===== src/rtl/instr_fetch_pkg.sv =====
// Shared defaults for the fetch path (pointer, fetch stage and decoder agree on widths).
// Also holds the sizing helper used for occupancy counters.
package instr_fetch_pkg;

    localparam int ADDR_WIDTH_DEF  = 8;
    localparam int INSTR_WIDTH_DEF = 32;
    localparam int FIFO_DEPTH_DEF  = 2;

    // Width of a counter that must hold every value 0..depth inclusive.
    function automatic int count_width(input int depth);
        return $clog2(depth + 1);
    endfunction

endpackage


===== src/rtl/fetch_fifo.sv =====
// Synchronous FIFO of {addr, instr} entries feeding the decoder.
// clear drops all entries at the next edge and dominates push/pop.
module fetch_fifo
    import instr_fetch_pkg::*;
#(
    parameter int WIDTH = ADDR_WIDTH_DEF + INSTR_WIDTH_DEF,
    parameter int DEPTH = FIFO_DEPTH_DEF,
    parameter int CW    = count_width(DEPTH)
) (
    input  logic             clk,
    input  logic             reset,
    input  logic             clear,
    input  logic             push,
    input  logic             pop,
    input  logic [WIDTH-1:0] din,
    output logic [WIDTH-1:0] dout,
    output logic [CW-1:0]    count
);

    localparam int PW = (DEPTH > 1) ? $clog2(DEPTH) : 1;

    logic [WIDTH-1:0] storage [DEPTH];
    logic [PW-1:0]    wr_ptr;
    logic [PW-1:0]    rd_ptr;
    logic             do_pop;

    function automatic logic [PW-1:0] bump(input logic [PW-1:0] p);
        return (p == PW'(DEPTH - 1)) ? '0 : p + 1'b1;
    endfunction

    assign do_pop = pop && (count != '0);

    // NOTE: storage carries no reset; dout is masked while empty, so stale words never escape.
    always_ff @(posedge clk) begin
        if (push) begin
            storage[wr_ptr] <= din;
        end
    end

    always_ff @(posedge clk or negedge reset) begin
        if (!reset) begin
            wr_ptr <= '0;
            rd_ptr <= '0;
            count  <= '0;
        end else if (clear) begin
            wr_ptr <= '0;
            rd_ptr <= '0;
            count  <= '0;
        end else begin
            if (push) wr_ptr <= bump(wr_ptr);
            if (do_pop) rd_ptr <= bump(rd_ptr);
            if (push && !do_pop) count <= count + 1'b1;
            else if (!push && do_pop) count <= count - 1'b1;
        end
    end

    assign dout = (count != '0) ? storage[rd_ptr] : '0;

    // Upstream credit accounting must never push into a full buffer.
    no_overflow: assert property (@(posedge clk) disable iff (!reset)
        !(push && !do_pop && !clear && count == CW'(DEPTH)));

endmodule


===== src/rtl/instr_fetch.sv =====
// Fetch stage: issues one memory read per credit, buffers returns, and hands them to the decoder.
// Credits = FIFO_DEPTH minus (buffered + in-flight); a same-cycle pop frees a credit immediately.
module instr_fetch
    import instr_fetch_pkg::*;
#(
    parameter int ADDR_WIDTH  = ADDR_WIDTH_DEF,
    parameter int INSTR_WIDTH = INSTR_WIDTH_DEF,
    parameter int FIFO_DEPTH  = FIFO_DEPTH_DEF
) (
    input  logic                               clk,
    input  logic                               reset,
    input  logic                               enable,
    input  logic                               flush,
    input  logic [ADDR_WIDTH-1:0]              ptr_in,
    output logic                               ptr_advance,
    output logic                               mem_ren,
    output logic [ADDR_WIDTH-1:0]              mem_addr,
    input  logic [INSTR_WIDTH-1:0]             mem_rdata,
    output logic [INSTR_WIDTH-1:0]             instr_out,
    output logic [ADDR_WIDTH-1:0]              instr_addr,
    output logic                               instr_valid,
    input  logic                               instr_ready,
    output logic [$clog2(FIFO_DEPTH+1)-1:0]    fifo_count
);

    localparam int CW = count_width(FIFO_DEPTH);

    logic                  inflight;
    logic [ADDR_WIDTH-1:0] inflight_addr;
    logic [CW:0]           occupancy;
    logic                  pop;
    logic                  push;
    logic                  issue;

    assign pop       = instr_valid && instr_ready;
    assign occupancy = {1'b0, fifo_count} + (CW + 1)'(inflight);

    // Gating with reset keeps the read strobe low the moment reset asserts, not an edge later.
    assign issue = reset && enable && !flush &&
                   ((occupancy < (CW + 1)'(FIFO_DEPTH)) ||
                    ((occupancy == (CW + 1)'(FIFO_DEPTH)) && pop));

    assign mem_ren     = issue;
    assign ptr_advance = issue;
    assign mem_addr    = ptr_in;

    // A flush kills the return that is on the memory bus this cycle.
    assign push = inflight && !flush;

    always_ff @(posedge clk or negedge reset) begin
        if (!reset) begin
            inflight      <= 1'b0;
            inflight_addr <= '0;
        end else begin
            inflight <= issue;
            if (issue) inflight_addr <= ptr_in;
        end
    end

    fetch_fifo #(
        .WIDTH (ADDR_WIDTH + INSTR_WIDTH),
        .DEPTH (FIFO_DEPTH),
        .CW    (CW)
    ) u_fifo (
        .clk   (clk),
        .reset (reset),
        .clear (flush),
        .push  (push),
        .pop   (pop),
        .din   ({inflight_addr, mem_rdata}),
        .dout  ({instr_addr, instr_out}),
        .count (fifo_count)
    );

    assign instr_valid = (fifo_count != '0);

endmodule

===== config.mk =====
export PLATFORM = sky130hd
export DESIGN_NAME = instr_fetch
export DESIGN_NICKNAME = d
export VERILOG_FILES = /design/src/rtl/instr_fetch_pkg.sv /design/src/rtl/fetch_fifo.sv /design/src/rtl/instr_fetch.sv
export SDC_FILE = /design/constraint.sdc
export NUM_CORES = 1
export LEC_CHECK = 0
export ABC_AREA = 0
export ABC_CLOCK_PERIOD_IN_PS = 4700
export CORE_MARGIN = 3
export CORE_UTILIZATION = 51
export CTS_BUF_LIST = sky130_fd_sc_hd__clkbuf_4
export CTS_CLUSTER_DIAMETER = 150
export DETAILED_ROUTE_END_ITERATION = 10
export PLACE_DENSITY = 0.81
export SYNTH_ARGS = -nofsm -noshare
export SYNTH_HDL_FRONTEND = slang
export SYNTH_SLANG_ARGS = --single-unit

===== constraint.sdc =====
create_clock -name clk -period 4.7 [get_ports clk]
set_clock_uncertainty 0.15 [all_clocks]
set_input_delay 0.94 -clock clk [delete_from_list [all_inputs] [get_ports clk]]
set_output_delay 0.94 -clock clk [all_outputs]
set_load 0.02 [all_outputs]

==> impl_metrics.ini <==
[clock_network]
hold_buffers = 0
tritoncts = built
root_buffer = clkbuf_4
cts_setup_buffers = 0
cts_made_buffers = 9
post_cts_resized = 0
clock_latency_ns = 0.42
clockBufferDepth = 2
cts.sinks = 93
clkSlewWorstSetupHoldPaths_ns = 0.14
cts-htree-levels = 3

[critical_path]
crit_type = reg -> out
setup.worst_path.end_class = output port
rrSetupSlack_ns = 2.38
required_ns = 3.61
cpPeakStageDelay_ns = 0.62
crit_top_cell = ha_1
critPathSlowestCell = clkdlybuf4s50_1
start_kind = register
cp_max_fo = 9
crit_arrival_ns = 2.92
path_cells = ha_1, inv_1, ha_1, nor3b_2, and2_1, o21a_1, clkdlybuf4s50_1

[power]
power_density_nw_per_um2 = 330
power_mw = 1.71
p_leak_nw = 1.76
vdd_drop_max_mv = 0.212

[placement]
numPortBuffers = 97
dp.final_hpwl_um = 4840
place_congestion = 0.754

[grt]
grt_pass1_vias = 2443
overflow = 0
antenna_found_initial = 0
track_usage_pct = 17.5
grt_pass1_wl_um = 11700
grt_max_degree = 42

[cells_and_area]
regArea_um2 = 2730
insertedDiodeCount = 0
final_nets = 405
multi_input_area_um2 = 1050
fillCellCount = 518
syn2layout_area_growth_pct = 30.4
final_layout_size_suffix_gt1_share_pct = 12.2

[logic_synthesis]
ys_ff_latch = 93
synth.most_common_cell = edfxtp_1
ys_top_cells_by_area = edfxtp_1, mux2i_1, dfrtp_1
yosysTopAreaCellShare_pct = 60.4
syn_area_um2 = 3980
seq_area_frac_synth_pct = 68.6
async_flop_share_pct = 14.0
ys_warn_count = 0
syn_nets = 315
synthCells = 267
synth_common_cells = edfxtp_1, nor2_1, mux2i_1, dfrtp_1, inv_1
synth_edf_count = 80
syn_area_per_cell_um2 = 14.9
synth_flop_cell = edfxtp_1
synth_largest_area_cell = edfxtp_1
synth.distinct_cells = 31

[die]
io_pins = 98
die_w_um = 94.3
core_area_um2 = 7410
die-area_um2 = 8900
initial_utilization_pct = 53.7
die_y_um = 94.3
fp-row-count = 31

[routing]
via_count = 2407
route.detailed.drc = 0
ant_nets = 0
via_per_inst = 5.22
drt_iter0_drc = 79
wl_um = 7440
avgRoutedWirePerCell_um = 16.1
dr.pass1.iters = 4

[timing]
rsz0062_at_grt = no
min_period_ns = 4.01
fmaxAchievable_ghz = 0.250
worst_pin_slew_ns = 0.995
finalSetupViolations = 0
finalHoldViolCount = 0
slew_headroom_pct = 33.5
finalCritPeriodShare_pct = 85.3
finalSetupTns_ns = 0
slew_viol_final = 0

[run]
cap_violations = 0

[run_status]
status = completed

[hold_path]
hp-class = reg -> reg
## critical path, delay by kind of cell, from the launching register on
kind	cells	cell delay, ns
adder cells (fa/ha/maj)	2	0.47
buffers and inverters	2	0.67
AND/OR/NAND/NOR	2	0.67
AO/OA/AOI/OAI	1	0.16
flip-flops	1	0.53
## cell families (layout without fill, tap and decap cells)
logic type | Yosys count | count (layout) | synth area share, %
flops | 93 | 93 | 68.6
simple gates | 68 | 68 | 7.89
fa+ha+maj | 3 | 3 | 0.943
mux | 48 | 48 | 12.4
xor+xnor | 2 | 2 | 0.440
compound gates | 15 | 15 | 4.43
buf+inv | 38 | 133 | 5.31
## flip-flops by register name (all words and copies together), names as in the netlist
register        flops
u_fifo.storage     80
u_fifo.rd_ptr       1
u_fifo.wr_ptr       1
inflight            1
u_fifo.count        2
inflight_addr       8
## final cells by class
class                      instances  share of cell area, %
sequential                        93                   52.6
multi-input combinational        136                   20.3
timing repair buffer             104                   19.7
clock inverter                     7                   2.80
tap                               99                   2.39
clock buffer                       9                   1.30
inverter                          13                  0.940
## stage by stage
stage | hold WS [ns] | instance area [um^2] | std cells | worst slack (ns) | utilization [%]
finish | 0.354 | 5190 | 461 | 0.693 | 70.1
floorplan | 0.292 | 3980 | 267 | 0.136 | -
detailed placement | 0.311 | 4980 | 445 | 0.746 | 67.2
global placement | 0.301 | 4980 | 445 | 0.801 | 67.2
CTS | 0.353 | 5190 | 461 | 0.673 | 70.1
global route | 0.359 | 5190 | 461 | 0.533 | 70.1
## path summary, 6_finish.rpt
| check | startpoint | to | cells after the start |
|---|---|---|---|
| hold reg to reg | inflight_addr[5] | u_fifo.storage[0][37] | 0 |
| setup / recovery | u_fifo.count[0] | mem_ren | 7 |
| hold / removal | inflight_addr[5] | u_fifo.storage[0][37] | 0 |
| min in group asynchronous | reset | inflight_addr[1] | 2 |
| setup reg to reg | u_fifo.count[0] | inflight_addr[5] | 7 |
| max in group asynchronous | reset | u_fifo.rd_ptr | 2 |
## power by group
part | switching [mW] | internal, mW
Combinational | 0.0766 | 0.0950
Sequential | 0.0199 | 0.929
Clock | 0.266 | 0.327
Total | 0.363 | 1.35
## placed cells by master (no fill, tap or decap), types with 8 or more instances in the layout
cell,netlist,layout
clkdlybuf4s50_1,0,97
o311ai_2,8,8
nand4_1,8,8
dfrtp_1,13,12
clkbuf_4,0,9
nor2_1,43,42
inv_1,13,13
nand2_1,8,8
mux2i_1,40,40
edfxtp_1,80,80
## routing by layer
layer	up-vias	track usage [%]	wire, um
met5	-	0	0
met2	66	31.4	4010
met4	0	7.34	88
met3	7	3.29	315
li1	1146	-	-
met1	1188	20.6	3030
No activity file was read; power rests on OpenSTA's default activity.
